File: src/rtl/fifo_read_ptr_ctrl_if.sv
// Read-side handshake between the FIFO read port logic (master) and the read pointer controller.
// Pointers are {wrap, addr}; r_addr drops the wrap bit.
interface fifo_read_ptr_ctrl_if #(
    parameter int unsigned FIFO_ADDRESS_SIZE = 3
);
    logic                         rd_req;
    logic [FIFO_ADDRESS_SIZE:0]   w_ptr;
    logic                         mark;
    logic                         rewind;
    logic                         rd_en;
    logic [FIFO_ADDRESS_SIZE-1:0] r_addr;
    logic [FIFO_ADDRESS_SIZE:0]   r_ptr;
    logic [FIFO_ADDRESS_SIZE:0]   r_ptr_gray;
    logic                         empty;
    logic                         almost_empty;
    logic [FIFO_ADDRESS_SIZE:0]   count;
    logic                         underflow;

    modport master (
        output rd_req, w_ptr, mark, rewind,
        input  rd_en, r_addr, r_ptr, r_ptr_gray, empty, almost_empty, count, underflow
    );

    modport slave (
        input  rd_req, w_ptr, mark, rewind,
        output rd_en, r_addr, r_ptr, r_ptr_gray, empty, almost_empty, count, underflow
    );
endinterface

File: src/rtl/fifo_read_ptr_ctrl.sv
// Read pointer controller for a synchronous FIFO of arbitrary depth: wrap-bit pointer, occupancy,
// empty/almost-empty, mark/rewind retransmit, Gray pointer copy and underflow pulse.
module fifo_read_ptr_ctrl #(
    parameter int unsigned MEMORY_DEPTH       = 4,
    parameter int unsigned FIFO_ADDRESS_SIZE  = 3,
    parameter int unsigned ALMOST_EMPTY_LEVEL = 1
) (
    input logic                 clk,
    input logic                 rst,
    fifo_read_ptr_ctrl_if.slave bus
);
    localparam int unsigned AW = FIFO_ADDRESS_SIZE;
    localparam int unsigned PW = FIFO_ADDRESS_SIZE + 1;

    localparam logic [PW-1:0] DEPTH_P     = PW'(MEMORY_DEPTH);
    localparam logic [PW-1:0] AE_LEVEL_P  = PW'(ALMOST_EMPTY_LEVEL);
    localparam logic [AW-1:0] LAST_ADDR_P = AW'(MEMORY_DEPTH - 1);

    logic [PW-1:0] r_rd_ptr;
    logic [PW-1:0] r_gray_ptr;
    logic [PW-1:0] r_mark_ptr;
    logic          r_underflow;

    logic [AW-1:0] w_raddr;
    logic [AW-1:0] w_waddr;
    logic          w_empty;
    logic          w_rd_en;
    logic [PW-1:0] w_count;
    logic [PW-1:0] w_inc_ptr;
    logic [PW-1:0] w_next_ptr;

    assign w_raddr = r_rd_ptr[AW-1:0];
    assign w_waddr = bus.w_ptr[AW-1:0];
    assign w_empty = (r_rd_ptr == bus.w_ptr);
    assign w_rd_en = bus.rd_req & ~w_empty;

    // Differing wrap bits mean the writer is one lap ahead; both branches stay within 0..DEPTH.
    always_comb begin
        w_count = '0;
        if (r_rd_ptr[AW] == bus.w_ptr[AW]) begin
            w_count = {1'b0, w_waddr} - {1'b0, w_raddr};
        end else begin
            w_count = DEPTH_P - {1'b0, w_raddr} + {1'b0, w_waddr};
        end
    end

    always_comb begin
        w_inc_ptr = r_rd_ptr;
        if (w_raddr == LAST_ADDR_P) begin
            w_inc_ptr = {~r_rd_ptr[AW], {AW{1'b0}}};
        end else begin
            w_inc_ptr = {r_rd_ptr[AW], w_raddr + 1'b1};
        end
    end

    always_comb begin
        w_next_ptr = r_rd_ptr;
        if (bus.rewind) begin
            w_next_ptr = r_mark_ptr;
        end else if (w_rd_en) begin
            w_next_ptr = w_inc_ptr;
        end
    end

    always_ff @(posedge clk) begin
        if (rst) begin
            r_rd_ptr    <= '0;
            r_gray_ptr  <= '0;
            r_mark_ptr  <= '0;
            r_underflow <= 1'b0;
        end else begin
            r_rd_ptr    <= w_next_ptr;
            r_gray_ptr  <= w_next_ptr ^ (w_next_ptr >> 1);
            r_underflow <= bus.rd_req & w_empty & ~bus.rewind;
            // Captures the pre-increment pointer even when a read happens in the same cycle.
            if (bus.mark && !bus.rewind) begin
                r_mark_ptr <= r_rd_ptr;
            end
        end
    end

    assign bus.rd_en        = w_rd_en;
    assign bus.r_addr       = w_raddr;
    assign bus.r_ptr        = r_rd_ptr;
    assign bus.r_ptr_gray   = r_gray_ptr;
    assign bus.empty        = w_empty;
    assign bus.count        = w_count;
    assign bus.almost_empty = (w_count <= AE_LEVEL_P);
    assign bus.underflow    = r_underflow;
endmodule

File: src/flat_wrapper.sv
// flat-port wrapper written by rule: the top's interface ports become plain ports
module fifo_read_ptr_ctrl_flat 
#(
    parameter int unsigned MEMORY_DEPTH       = 4,
    parameter int unsigned FIFO_ADDRESS_SIZE  = 3,
    parameter int unsigned ALMOST_EMPTY_LEVEL = 1
)
  (clk, rst, bus_rd_req, bus_w_ptr, bus_mark, bus_rewind, bus_rd_en, bus_r_addr, bus_r_ptr, bus_r_ptr_gray, bus_empty, bus_almost_empty, bus_count, bus_underflow);
  fifo_read_ptr_ctrl_if #(.FIFO_ADDRESS_SIZE(FIFO_ADDRESS_SIZE)) bus_i ();
  input logic clk;
  input logic rst;
  input wire logic [$bits(bus_i.rd_req)-1:0] bus_rd_req;
  input wire logic [$bits(bus_i.w_ptr)-1:0] bus_w_ptr;
  input wire logic [$bits(bus_i.mark)-1:0] bus_mark;
  input wire logic [$bits(bus_i.rewind)-1:0] bus_rewind;
  output wire logic [$bits(bus_i.rd_en)-1:0] bus_rd_en;
  output wire logic [$bits(bus_i.r_addr)-1:0] bus_r_addr;
  output wire logic [$bits(bus_i.r_ptr)-1:0] bus_r_ptr;
  output wire logic [$bits(bus_i.r_ptr_gray)-1:0] bus_r_ptr_gray;
  output wire logic [$bits(bus_i.empty)-1:0] bus_empty;
  output wire logic [$bits(bus_i.almost_empty)-1:0] bus_almost_empty;
  output wire logic [$bits(bus_i.count)-1:0] bus_count;
  output wire logic [$bits(bus_i.underflow)-1:0] bus_underflow;
  assign bus_i.rd_req = bus_rd_req;
  assign bus_i.w_ptr = bus_w_ptr;
  assign bus_i.mark = bus_mark;
  assign bus_i.rewind = bus_rewind;
  assign bus_rd_en = bus_i.rd_en;
  assign bus_r_addr = bus_i.r_addr;
  assign bus_r_ptr = bus_i.r_ptr;
  assign bus_r_ptr_gray = bus_i.r_ptr_gray;
  assign bus_empty = bus_i.empty;
  assign bus_almost_empty = bus_i.almost_empty;
  assign bus_count = bus_i.count;
  assign bus_underflow = bus_i.underflow;
  fifo_read_ptr_ctrl #(.MEMORY_DEPTH(MEMORY_DEPTH), .FIFO_ADDRESS_SIZE(FIFO_ADDRESS_SIZE), .ALMOST_EMPTY_LEVEL(ALMOST_EMPTY_LEVEL)) u_core (.clk(clk), .rst(rst), .bus(bus_i));
endmodule
File: config.mk
export PLATFORM = sky130hd
export DESIGN_NAME = fifo_read_ptr_ctrl_flat
export DESIGN_NICKNAME = d
export VERILOG_FILES = /design/src/rtl/fifo_read_ptr_ctrl_if.sv /design/src/rtl/fifo_read_ptr_ctrl.sv /design/src/flat_wrapper.sv
export SDC_FILE = /design/constraint.sdc
export NUM_CORES = 1
export LEC_CHECK = 0
export ABC_AREA = 1
export CORE_MARGIN = 2
export CORE_UTILIZATION = 44
export CTS_CLUSTER_DIAMETER = 200
export CTS_CLUSTER_SIZE = 24
export DETAILED_ROUTE_END_ITERATION = 6
export GPL_TIMING_DRIVEN = 0
export PLACE_DENSITY = 0.78
export SETUP_SLACK_MARGIN = 0.3
export SLEW_MARGIN = 10
export SYNTH_ARGS = -nofsm -noshare
export SYNTH_HDL_FRONTEND = slang
export SYNTH_SLANG_ARGS = --single-unit
File: constraint.sdc
create_clock -name clk -period 2.35 [get_ports clk]
set_input_delay 0.47 -clock clk [delete_from_list [all_inputs] [get_ports clk]]
set_output_delay 0.47 -clock clk [all_outputs]
set_load 0.1 [all_outputs]
## After elaboration in Yosys (flattened, before gate mapping)

Cells that the tools add are included.

- Output and inout bits: 19
- Flip-flop bits (word level): 13
- Word-level logic and storage cells: 25
- Bits of input ports: 9

- Bitwise operators: 7
- Add/sub/neg operators: 4
- Reductions and logical operators: 2
- Muxes and demuxes: 4
- Equality and inequality tests: 3
- Order comparisons: 1

Operators with widths:

| kind | number |
|---|---|
| $mux 4 | 4 |
| $add 4x3->4 | 1 |
| $eq 4x4->1 | 1 |
| $le 4x1->1 const B | 1 |
| $sub 3x3->4 | 1 |
| $sub 3x3->4 const A | 1 |
| $xor 4x3->4 | 1 |
| $add 3x1->3 const B | 1 |
| $and 1x1->1 | 3 |
| $eq 3x2->1 const B | 1 |
| $not 1->1 | 3 |
| $eq 1x1->1 | 1 |
| $logic_and 1x1->1 | 1 |
| $logic_not 1->1 | 1 |

## Depth between registers and ports, before layout

Gate-level depths: netlist of the first run.

- Word-level depth: 6
- Gate-level depth with buffers: 13
- Mapped depth without buffers: 13

## Worst setup path after synthesis of the first run

OpenSTA, ideal clock, no wires.

- Path type: register to output
- Start: register u_core.r_rd_ptr[2] (netlist: u_core.bus.r_ptr[2])
- End: output port bus_almost_empty
- Path slack: -4.045 ns
- Required time: 1.880 ns
- Data arrival time: 5.925 ns
- Stages on the path, launching flop included: 7
- Buffers on the path: 0
- Path through: dfxtp_1 inv_1 ha_1 fa_1 xor2_1 o21ai_0 nor3_1

- Cells in the longest elaborated chain, start to end: 4
- Elaborated cells on any way between the ends: 5
- Those cells by class: add/sub (3); order compare (1); mux (1)

RTL lines:

| item | RTL line | RTL |
|---|---|---|
| start: declaration | fifo_read_ptr_ctrl.sv:19 | `logic [PW-1:0] r_rd_ptr;` |
| start signal: assignment | fifo_read_ptr_ctrl.sv:72 | `r_rd_ptr <= w_next_ptr;` |
| $sub 3x3->4 | fifo_read_ptr_ctrl.sv:43 | `w_count = DEPTH_P - {1'b0, w_raddr} + {1'b0, w_waddr};` |
| $add 4x3->4 | fifo_read_ptr_ctrl.sv:43 |  |
| $mux 4 (*) | fifo_read_ptr_ctrl.sv:40 | `if (r_rd_ptr[AW] == bus.w_ptr[AW]) begin` |
| net bus_count[3] | flat_wrapper.sv:22 | `output wire logic [$bits(bus_i.count)-1:0] bus_count;` |
| $le 4x1->1 (*) | fifo_read_ptr_ctrl.sv:88 | `assign bus.almost_empty = (w_count <= AE_LEVEL_P);` |
| end: declaration | flat_wrapper.sv:21 | `output wire logic [$bits(bus_i.almost_empty)-1:0] bus_almost_empty;` |

Mark *: on every way through the listed nets, which the timed path passes. The rest lies on a longest branch.

## Final worst setup path of the first run

- Start: register u_core.r_rd_ptr[1] (netlist: u_core.bus.r_ptr[1])
- End: output port bus_almost_empty

- Cells in the longest elaborated chain, start to end: 4
- Elaborated cells on any way between the ends: 5
- Those cells by class: add/sub (3); order compare (1); mux (1)

RTL lines:

| item | RTL line |
|---|---|
| $sub 3x3->4 | fifo_read_ptr_ctrl.sv:43 |
| $add 4x3->4 | fifo_read_ptr_ctrl.sv:43 |
| $mux 4 (*) | fifo_read_ptr_ctrl.sv:40 |
| $le 4x1->1 (*) | fifo_read_ptr_ctrl.sv:88 |

Mark *: on every way between the ends. The rest lies on a longest branch, timed or not.

==> results of run 1 <==
## metrics by stage
step                      TNS [ps]  setup WS (ps)
after floorplan              -1158         -702.7
after global placement       -7310          -1359
after detailed placement     -7463          -1381
after CTS                   -432.0         -168.7
after global routing        -603.9         -238.0
final                       -433.9         -170.2
## routing by layer
metal | GRT usage | vias to the layer above | wire, um
met5 | 0 | - | 0
met4 | 0.03889 | 0 | 8
met3 | 0.06154 | 2 | 98
met2 | 0.3270 | 23 | 960
met1 | 0.2570 | 367 | 924
li1 | - | 414 | -
## cells in the final DEF (no fill, tap or decap), types with 3 or more instances in the layout
master           count
o21ai_0              6
nand2_2              5
nand3_1              6
nand2_4              5
buf_12               4
clkinvlp_4           3
clkdlybuf4s15_2      6
buf_4                9
dfxtp_1              9
clkdlybuf4s50_1      5
dlygate4sd2_1        6
ha_4                 3
inv_1               11
a21oi_1              6
dfxtp_4              3
inv_2                4
nor2_1               5
nand2_1             22
clkbuf_4             3
## critical path, cell delays in order, from the launching register on
cell,delay (ps)
dfxtp_4,370
inv_6,40
ha_4,260
nand2_4,50
fa_2,590
o21ai_4,70
nor3_4,200
buf_12,200
## cell type report
| cell class | instances | area, um2 | share of cell area |
|---|---|---|---|
| inverter | 21 | 100.1 | 0.07435 |
| clock inverter | 1 | 3.754 | 0.002788 |
| buffer | 4 | 30.03 | 0.02230 |
| multi-input combinational | 76 | 583.1 | 0.4331 |
| clock buffer | 3 | 22.52 | 0.01673 |
| sequential | 12 | 251.5 | 0.1868 |
| tap | 25 | 31.28 | 0.02323 |
| timing repair buffer | 31 | 324.1 | 0.2407 |
## repair_timing
item | 4_1_cts | 5_1_grt
gates resized for setup | 85 | 3
pin swaps | 6 | 0
hold buffers | 0 | 0
endpoints found under the setup margin | 19 | 8
buffers inserted | 4 | 0
gates cloned | 0 | 0
## state kept, by name, indices dropped and copies added (netlist names)
| register | cells |
|---|---|
| u_core.bus.r_ptr_gray | 4 |
| u_core.r_mark_ptr | 4 |
| u_core.bus.r_ptr | 3 |
| u_core.bus.underflow | 1 |
## report_power, final
group / leakage [nW] / internal [W] / switching, W / total, W
Combinational: 0.516 / 0.000138 / 0.000340 / 0.000478
Clock: 0.0154 / 0.0000615 / 0.0000632 / 0.000125
Sequential: 0.101 / 0.000216 / 0.00000883 / 0.000224
## kinds of logic after synthesis
family                   count (synthesis)  synth area share
adder cells (fa/ha/maj)                  8            0.1480
AO/OA/AOI/OAI                           15           0.09517
AND/OR/NAND/NOR                         51            0.3142
buffers and inverters                   25            0.1314
flip-flops                              12            0.2900
XOR/XNOR                                 2           0.02115
## how the worst min path moves through the flow
stage,slack (ps),endpoint,start
after floorplan,460,u_core.bus.r_ptr[0],u_core.r_mark_ptr[0]
after global placement,510,u_core.bus.r_ptr[0],u_core.r_mark_ptr[0]
after detailed placement,500,u_core.bus.r_ptr[0],u_core.r_mark_ptr[0]
after CTS,520,u_core.bus.r_ptr[0],u_core.r_mark_ptr[0]
after global routing,540,u_core.bus.r_ptr[0],u_core.r_mark_ptr[0]
final,530,u_core.bus.r_ptr[0],u_core.r_mark_ptr[0]
==> metrics, run 1 <==
outcome complete, but fails checks; Die X 47.39 um; number of setup violations in the final report 3; Wirelength per Cell 11.51 um; Core Region 0.001745 mm2; first-pass detailed-route iteration total 4; pwr/cell area 614.6 mW/mm2; initial DRC count 12; largest net degree at the start of global routing 9; post-synth net total 130; TritonCTS buffer count 3; Max VDD drop 0.0005306 V; Fillers 134; final instance area 0.001346 mm2; Worst Setup EP bus_almost_empty; critical path class reg2out; antenna viol nets, final 0; Tot Pwr 0.0008275 W; count of cell types in the netlist 20; Worst Setup End Kind output port; synth top area cells dfxtp_1 29%, nand2_1 11%, inv_1 8.2%, ha_1 7.6%, fa_1 7.3%; Post-DP Area 0.001259 mm2; skew final 1.216 ps; Area Overhead vs Synth 62.54%; Slew Viols, Final 0; RSZ-0062 raised after global routing yes; gpl congestion 0.8330; first-pass GRT wire length 3146 um; MaxCap Viol Count 0; clock root buffer master clkbuf_4; CP Launch Type flip-flop; DRT Wirelength 1991 um; CTS clk-pin slew, worst paths 70 ps; htree depth 1; Die Ht 47.39 um; share of cells above drive strength 1 0.4392; Syn Std Cell Area 828.3 um2; Via density 4.659; Layout Utilization 0.7713; setup ws final -170.2 ps; GRT Util Overall 0.1987; clk_lat worst skew 270 ps; non-filler instance count after layout 173; CP Launch Point u_core.bus.r_ptr[1]; Sink Count 12; HP Class reg2reg; Post-synth EDFFs 0; HPWL after detailed placement 1529 um; Final #Nets 166; Fmax 396.8 MHz; num rows 15; Post-Synthesis Cells 113; reg2reg start u_core.bus.r_ptr[2]; Top-Level Pins 28; starting density of the core 0.4746; failing checks setup timing; Worst Path Required 1880 ps; min cycle time layout 2520 ps; number of buffers added on ports 27; most numerous cell in the Yosys netlist nand2_1; crit-path max FO 2; Leak 0.6317 nW; CP Data Arrival Time 2050 ps; fin crit share 1.072; die area 0.002245 mm2; GRT overflow 0; worst r2r path cells 14; syn_area_per_cell 7.330 um2; Hold Violations, Final 0; Reg2Reg Setup Slack 560 ps; Critical R2R Capture u_core.bus.r_ptr_gray[1]; top post-synthesis cells by count 25 x nand2_1, 18 x inv_1, 12 x dfxtp_1, 8 x o21ai_0; antenna violations before repair 0; most common flop cell mapped by yosys dfxtp_1; sequential area share after synthesis 0.2900; Bufs on Longest Clock Path 2; top-area cell type share of the netlist area 0.2900; Synth area leader dfxtp_1; fraction of registers with async set/reset 0; worst slew pin tran 955.5 ps; Slew HR 0.3655; Post-Place Cells 165; Vias 806; DR DRC count 0; number of synthesized register bits 12; vias in the first global route 732; hold slack final 525.6 ps; antenna cells 0; synth warn 0; CTS tree yes; worst hold stages 2
Note: power is estimated with default switching activity, not from simulation.
==> run 2, diff against run 1 <==
CORE_UTILIZATION = 46   (was 44)
CTS_BUF_LIST = sky130_fd_sc_hd__clkbuf_2   (was not set)
PLACE_DENSITY = 0.81   (was 0.78)
==> metrics, run 2 (synthesis gave the netlist of run 1 again) <==
CP Launch Type flip-flop; MaxCap Viol Count 0 (unchanged); Sequential Power Share 0.263 (-0.008); die area 0.002156 mm2 (-4.0%); clock share of power 0.134 (-0.017); antenna violations before repair 0 (unchanged); Tot Pwr 0.0008536 W (+3.2%); vias in the first global route 825 (+13%); Leak 0.6657 nW (+5.4%); CTS clk-pin slew, worst paths 140 ps (+70 ps); pre-CTS WS -1370 ps (+11.69 ps); failing checks setup timing; Top-Level Pins 28 (unchanged); first-pass GRT wire length 3498 um (+11%); Wirelength per Cell 12.40 um (+7.7%); CTS tree yes; Vias 857 (+6.3%); htree depth 1 (unchanged); Hold-fix buffers, CTS 0 (unchanged); crit-path max FO 2 (unchanged); GRT overflow 0 (unchanged); antenna cells 0 (unchanged); worst r2r path cells 14 (unchanged); initial DRC count 8 (-4); most common cell after layout, fill and taps aside nand2_1; number of setup violations in the final report 3 (unchanged); TritonCTS buffer count 3 (unchanged); Worst Setup End Kind output port; Sink Count 12 (unchanged); min cycle time layout 2534 ps (+14.23 ps); fin crit share 1.078 (+0.006053); sw frac 0.4996 (+0.001624); clk_lat worst skew 280 ps (about the same); leading cell types in the layout, fill and taps excluded 22 x nand2_1, 13 x buf_4, 11 x inv_1, 9 x dfxtp_1, 8 x clkdlybuf4s15_2; Die Ht 46.44 um (-2.0%); num rows 15 (unchanged); Slew HR 0.3600 (-0.005509); Area Overhead vs Synth 69.64%; share of cells above drive strength 1 0.4870 (+0.04782); DRT Wirelength 2219 um (+11%); HP Class reg2reg; GRT Util Overall 0.2345 (+0.03579); worst hold stages 2 (unchanged); Slew Viols, Final 0 (unchanged); setup ws final -184.5 ps (-14.23 ps); worst slew pin tran 963.8 ps (+8.297 ps); internal power 0.0004271 W (+2.8%); Core Region 0.001708 mm2 (-2.2%); skew final 28.48 ps (+27.27 ps); Die X 46.44 um (-2.0%); Comb pwr share 0.603 (+0.025); clock root buffer master clkbuf_2; Final #Nets 172 (+3.6%); HPWL after detailed placement 1525 um (-0.27%); critical path class reg2out; hold slack final 502.2 ps (-23.40 ps); CP Data Arrival Time 2060 ps (about the same); pwr/cell area 607.5 mW/mm2 (-1.2%); Post-DP Area 0.001259 mm2 (unchanged); Hold Violations, Final 0 (unchanged); NetSw 0.0004264 W (+3.5%); Fmax 394.6 MHz (-0.56%); starting density of the core 0.4850 (+0.01043); number of buffers added on ports 27 (unchanged); gpl congestion 0.8294 (-0.43%); Bufs on Longest Clock Path 2 (unchanged); Via density 4.788 (+2.8%); first-pass detailed-route iteration total 7 (+3); outcome complete, but fails checks; final instance area 0.001405 mm2 (+4.4%); Max VDD drop 0.0003657 V (-31%); RSZ-0062 raised after global routing yes; Worst Path Required 1880 ps (about the same); antenna viol nets, final 0 (unchanged); DR DRC count 0 (unchanged); largest net degree at the start of global routing 9 (unchanged)
==> run 2: cell count changes in the layout (fill, tap and decap cells not counted) <==
cell,delta
buf_4,+4
clkdlybuf4s15_1,-1
nand2_2,+1
nand2_4,-1
clkbuf_2,+5
clkbuf_4,-3
clkinv_1,-1
dlygate4sd2_1,-2
buf_12,+2
clkdlybuf4s15_2,+2
==> run 2: critical path: stages (launching register included) <==
cell and delay, ps:
dfxtp_4 400, inv_6 40, ha_4 260, nand2_2 50, fa_2 550, o21ai_4 70, nor3_4 210, buf_12 200
==> run 2: power groups by stage <==
stage / clock network (W) / logic [W] / registers, W
final: 0.000115 / 0.000515 / 0.000224
after global routing: 0.000126 / 0.000538 / 0.000226
after CTS: 0.000115 / 0.000507 / 0.000225
after detailed placement: 0 / 0.000451 / 0.000231
after global placement: 0 / 0.000446 / 0.000230
after floorplan: 0 / 0.000294 / 0.000297
==> run 2: repair_timing <==
item,in CTS,in global routing
endpoints found under the setup margin,19,9
buffers inserted,8,2
pin swaps,7,1
gates resized for setup,95,2
==> run 2: area by class of cell <==
| cell class | count | area (um2) |
|---|---|---|
| fill | 103 | 302.8 |
| inverter | 21 | 100.1 |
| tap | 25 | 31.28 |
| clock buffer | 4 | 20.02 |
| timing repair buffer | 37 | 394.1 |
| sequential | 12 | 251.5 |
| buffer | 4 | 30.03 |
| multi-input combinational | 76 | 578.1 |
==> run 2: final timing paths <==
check	slack [ps]	from	endpoint
min	500	u_core.r_mark_ptr[0]	u_core.bus.r_ptr[0]
max	-180	u_core.bus.r_ptr[1]	bus_almost_empty
min reg2reg	500	u_core.r_mark_ptr[0]	u_core.bus.r_ptr[0]
max reg2reg	550	u_core.bus.r_ptr[2]	u_core.bus.r_ptr_gray[1]
==> run 2: metrics by stage <==
stage	utilization	setup TNS [ps]	std cells
5_1_grt	0.8227	-571.5	179
6_report	0.8227	-386.7	179
2_1_floorplan	-	-1158	113
3_5_place_dp	0.7370	-7386	165
3_3_place_gp	0.7370	-7260	165
4_1_cts	0.8198	-298.8	177
==> run 2: per-layer routing <==
metal,track usage,part of all wire
met4,0.05714,0.016
met2,0.4583,0.54
met5,0,0
met1,0.2429,0.40
met3,0.05882,0.047
